## src/rtl/four_two_encoder_pkg.sv

```systemverilog
// Shared types and helpers for the debounced 4:2 priority encoder.
// Holds the FSM state encoding, counter width and the encode function.
package four_two_encoder_pkg;

  localparam int unsigned CNT_W = 8;

  typedef enum logic [1:0] {
    IDLE    = 2'd0,
    SETTLE  = 2'd1,
    HOLD    = 2'd2,
    RELEASE = 2'd3
  } state_e;

  typedef struct packed {
    logic [1:0] code;
    logic       multi;
  } enc_t;

  // Highest set bit wins; multi flags any request with more than one bit set.
  function automatic enc_t encode4(input logic [3:0] v);
    enc_t r;
    r = '0;
    if (v[3]) begin
      r.code = 2'd3;
    end else if (v[2]) begin
      r.code = 2'd2;
    end else if (v[1]) begin
      r.code = 2'd1;
    end else begin
      r.code = 2'd0;
    end
    r.multi = ((v & (v - 4'd1)) != 4'd0);
    return r;
  endfunction

endpackage

```

## src/rtl/sync_2ff.sv

```systemverilog
// Two-flop synchronizer for an asynchronous multi-bit level input.
// Bits are synchronized independently; the FSM debounce absorbs any skew.
module sync_2ff #(
  parameter int unsigned WIDTH = 4
) (
  input  logic             clk,
  input  logic             rst_n,
  input  logic [WIDTH-1:0] i_d,
  output logic [WIDTH-1:0] o_q
);

  logic [WIDTH-1:0] r_meta;
  logic [WIDTH-1:0] r_sync;

  always_ff @(posedge clk or negedge rst_n) begin
    if (!rst_n) begin
      r_meta <= '0;
      r_sync <= '0;
    end else begin
      r_meta <= i_d;
      r_sync <= r_meta;
    end
  end

  assign o_q = r_sync;

endmodule

```

## src/rtl/four_two_encoder_sync.sv

```systemverilog
// Debounced 4:2 priority encoder with a valid/ready event output.
// Define ENC_INPUT_SYNC_EN to pass d through a two-flop synchronizer first.
module four_two_encoder_sync
  import four_two_encoder_pkg::*;
#(
  parameter int unsigned STABLE_CYCLES = 4
) (
  input  logic       clk,
  input  logic       rst_n,
  input  logic [3:0] d,
  output logic [1:0] y_code,
  output logic       y_valid,
  input  logic       y_ready,
  output logic       multi_hot
);

  localparam logic [CNT_W-1:0] CNT_LAST = CNT_W'(STABLE_CYCLES - 1);
  localparam logic [CNT_W-1:0] CNT_ONE  = CNT_W'(1);

  logic [3:0] w_d_s;

`ifdef ENC_INPUT_SYNC_EN
  sync_2ff #(
    .WIDTH (4)
  ) u_sync_2ff (
    .clk   (clk),
    .rst_n (rst_n),
    .i_d   (d),
    .o_q   (w_d_s)
  );
`else
  assign w_d_s = d;
`endif

  state_e           r_state;
  state_e           w_state_nxt;
  logic [CNT_W-1:0] r_cnt;
  logic [CNT_W-1:0] w_cnt_nxt;
  logic [3:0]       r_ref;
  logic [3:0]       w_ref_nxt;
  logic             w_valid_nxt;
  logic [1:0]       w_code_nxt;
  logic             w_multi_nxt;
  enc_t             w_enc;

  assign w_enc = encode4(r_ref);

  always_comb begin
    w_state_nxt = r_state;
    w_cnt_nxt   = r_cnt;
    w_ref_nxt   = r_ref;
    w_valid_nxt = y_valid;
    w_code_nxt  = y_code;
    w_multi_nxt = multi_hot;

    unique case (r_state)
      IDLE: begin
        if (w_d_s != 4'd0) begin
          w_ref_nxt   = w_d_s;
          w_cnt_nxt   = '0;
          w_state_nxt = SETTLE;
        end
      end

      SETTLE: begin
        if (w_d_s == 4'd0) begin
          w_state_nxt = IDLE;
        end else if (w_d_s != r_ref) begin
          w_ref_nxt = w_d_s;
          w_cnt_nxt = '0;
        end else if (r_cnt == CNT_LAST) begin
          w_state_nxt = HOLD;
          w_valid_nxt = 1'b1;
          w_code_nxt  = w_enc.code;
          w_multi_nxt = w_enc.multi;
        end else begin
          w_cnt_nxt = r_cnt + CNT_ONE;
        end
      end

      // Outputs frozen until the consumer takes the event; d is ignored here.
      HOLD: begin
        if (y_ready) begin
          w_valid_nxt = 1'b0;
          w_cnt_nxt   = '0;
          w_state_nxt = RELEASE;
        end
      end

      // Re-arm only after d has read zero for STABLE_CYCLES samples in a row.
      RELEASE: begin
        if (w_d_s != 4'd0) begin
          w_cnt_nxt = '0;
        end else if (r_cnt == CNT_LAST) begin
          w_state_nxt = IDLE;
        end else begin
          w_cnt_nxt = r_cnt + CNT_ONE;
        end
      end

      default: begin
        w_state_nxt = IDLE;
      end
    endcase
  end

  always_ff @(posedge clk or negedge rst_n) begin
    if (!rst_n) begin
      r_state   <= IDLE;
      r_cnt     <= '0;
      r_ref     <= '0;
      y_valid   <= 1'b0;
      y_code    <= 2'b00;
      multi_hot <= 1'b0;
    end else begin
      r_state   <= w_state_nxt;
      r_cnt     <= w_cnt_nxt;
      r_ref     <= w_ref_nxt;
      y_valid   <= w_valid_nxt;
      y_code    <= w_code_nxt;
      multi_hot <= w_multi_nxt;
    end
  end

endmodule

```

## config.mk

```make
export PLATFORM = sky130hd
export DESIGN_NAME = four_two_encoder_sync
export DESIGN_NICKNAME = d
export VERILOG_FILES = /design/src/rtl/four_two_encoder_pkg.sv /design/src/rtl/sync_2ff.sv /design/src/rtl/four_two_encoder_sync.sv
export SDC_FILE = /design/constraint.sdc
export NUM_CORES = 1
export LEC_CHECK = 0
export CAP_MARGIN = 5
export CORE_ASPECT_RATIO = 0.7
export CORE_MARGIN = 1
export CORE_UTILIZATION = 35
export CTS_CLUSTER_SIZE = 25
export DETAILED_ROUTE_END_ITERATION = 7
export GPL_ROUTABILITY_DRIVEN = 0
export GPL_TIMING_DRIVEN = 1
export PLACE_DENSITY_LB_ADDON = 0.25
export SLEW_MARGIN = 20
export SYNTH_ARGS = -nofsm -noshare
export SYNTH_HDL_FRONTEND = slang
export SYNTH_HIERARCHICAL = 1
export SYNTH_SLANG_ARGS = --single-unit
```

## constraint.sdc

```tcl
create_clock -name clk -period 2.2 [get_ports clk]
set_input_delay 0.66 -clock clk [delete_from_list [all_inputs] [get_ports clk]]
set_output_delay 0.66 -clock clk [all_outputs]
set_load 0.01 [all_outputs]
```

==> results.toml <==
[setup_path]
worstSetupStartpoint = "d[1]"
start_kind = "input port"
timing.rr.start = "r_cnt[0]$_DFFE_PN0P_"
cp_max_fo = 7
cp_data_required_time_ps = 2340
worstPathArrival_ps = 2300
criticalPathCategory = "input port to flip-flop"
cp-end-kind = "flip-flop"

[timing]
worst_slew_pin_slew_ps = 365
timing.max_slew.rel_slack = 0.756
fmax_mhz = 465
timing.final.crit_share = 0.978
setup_tns_ps = 0
fin_skew_ps = 6.54
hold_viol = 0
drv_slew = 0
setup_viol = 0
fin_crit_ps = 2150
whs_ps = 477
rsz0062_at_grt = "true"

[logic_synthesis]
synthTopCellsByArea = "dfrtp_1, mux2_2, a22o_1, xor2_1, o21ai_1"
synth-adder-area-share = 0.0215
yosysUniqueCellTypes = 46
synth_top_family_by_area = "compound AO/OA/AOI/OAI gates"
synth_commonest_cells = "dfrtp_1, inv_1, o21ai_1"
synth_compound_area_frac = 0.214
synthesis.nets = 105
synth_edf_count = 0
synth.yosys.seq_area_share = 0.430
synth_top_area_share = 0.430
ys.flop_type = "dfrtp_1"
synth_most_common_cell = "dfrtp_1"
syn_area_per_cell_um2 = 10.8
synthXorXnorAreaFrac = 0.0335
post_synth_and_or_nand_nor_area_fraction = 0.210
synthMuxAreaShare = 0.0538
yosys_register_bits = 18
synthesis.area_um2 = 1050
synthCells = 97
yosys.area.top_type = "dfrtp_1"
ys_warn_count = 6
async_flop_share = 1.00

[drt]
first_iter_violations = 24
drt_first_pass_iters = 4
drcViolationCount = 0
via_count = 777
postRouteWirelength_mm = 2.17
wl_per_cell_um = 14.3
ant_nets = 0
viasPerCell = 5.11

[grt]
grt_pass1_vias = 657
grt_pass1_wl_mm = 3.31
grt_use_total = 0.149
grt_antenna_before_repair = 0
overflow = 0
grt_max_degree = 19

[final_layout]
fin_cells = 152
fill_cells = 268
area_growth_pct = 25.6
drive_gt1_frac = 0.259
fin_nets = 125
diodes = 0
finalInstanceArea_um2 = 1320

[clock_tree]
cts_max_path_buffers = 2
insertion_delay_ps = 260
cts_root_buf = "clkbuf_8"
numClockSinks = 18
tritoncts = "done"
postCtsResizedCells = 0
htree_levels = 1
cts_hold_buf = 0
cts_made_buffers = 3
clk_pin_slew_ps = 60
cts_setup_buffers = 0

[pwr]
power_leakage_nw = 0.616
powerDensity_nw_per_um2 = 527
vdd_drop_max_v = 0.000352

[min_path]
hp-start = "y_valid$_DFFE_PN0P_"
hold_path.class = "flip-flop to flip-flop"

[floorplan]
die_h_um = 47.8
dieArea_um2 = 3220
io_pins = 11
rows = 16
start_util = 0.371
core-area_um2 = 2820
chipWidth_um = 67.4

[placement]
io_buffers = 10
hpwlAfterDp_mm = 1.62
dp.cells = 148
post_dp_cell_area_um2 = 1240

[run]
drv_cap = 0

[status]
outcome = "finished clean"
flip-flops by register name, summed over array words and instances (netlist names), named ones only:
| signal | count |
|---|---|
| r_ref | 4 |
| y_valid | 1 |
| multi_hot | 1 |
| r_cnt | 8 |
| r_state | 1 |
| y_code | 2 |
worst max-delay path, cell delays in order:
cell and delay [ps]:
clkdlybuf4s50_1 550, xor2_1 270, nor4_4 70, buf_4 160
a2bb2oi_4 250, o21ai_2 100, a22o_1 230
power breakdown:
part           leakage (nW)  switching [mW]  total [mW]  internal [mW]
registers             0.232          0.0103       0.348          0.337
logic                 0.355          0.0383      0.0739         0.0356
clock network        0.0288           0.113       0.272          0.159
total                 0.616           0.161       0.694          0.532
per-layer routing:
| layer | GRT usage | vias up | share of wire |
|---|---|---|---|
| met5 | 0 | - | 0 |
| met4 | 0.0383 | 0 | 0.0051 |
| met3 | 0.0500 | 2 | 0.030 |
| met2 | 0.188 | 12 | 0.39 |
| met1 | 0.233 | 367 | 0.58 |
| li1 | - | 396 | - |
stage by stage:
step           power [mW]   util  worst slack (ps)
3_5_place_dp        0.425  0.438              -240
5_1_grt             0.722  0.466             -28.8
2_1_floorplan       0.389      -               191
6_report            0.694  0.466              48.3
3_3_place_gp        0.424  0.438              -217
4_1_cts             0.697  0.457              31.1
worst paths after layout:
path                                         to  slack [ps]  cells after the start
min in group asynchronous  r_cnt[5]$_DFFE_PN0P_         720                      2
max reg2reg                r_cnt[7]$_DFFE_PN0P_         170                      6
min                         y_valid$_DFFE_PN0P_         480                      1
max                        r_cnt[7]$_DFFE_PN0P_          50                      7
min reg2reg                 y_valid$_DFFE_PN0P_         480                      1
max in group asynchronous  r_cnt[4]$_DFFE_PN0P_        1280                      2
kinds of logic after synthesis:
family | count (synthesis)
flip-flops | 18
multiplexers | 5
adder cells (fa/ha/maj) | 2
XOR/XNOR | 4
AO/OA/AOI/OAI | 28
buffers and inverters | 9
AND/OR/NAND/NOR | 31
area by class of cell:
class / count / area, µm² / area share
Multi-Input combinational cell: 70 / 574 / 0.437
Sequential cell: 18 / 450 / 0.343
Timing Repair Buffer: 18 / 168 / 0.127
Clock buffer: 4 / 55.1 / 0.0419
Tap cell: 36 / 45.0 / 0.0343
Inverter: 6 / 22.5 / 0.0171
layout by cell type (no fill, tap or decap), drive strengths merged, types with 2 or more instances in the layout:
master         instances
clkbuf                 4
a31oi                  3
xor2                   4
nor4                   2
nor2b                  3
mux2                   5
dlymetal6s2s           3
a21oi                  3
nand2                  3
buf                    8
o21ai                  9
inv                    6
dfrtp                 18
nand3                  3
and3                   4
a22o                   4
clkdlybuf4s50          7
nor2                   5
or3                    2
(Power assumes the default switching activity.)
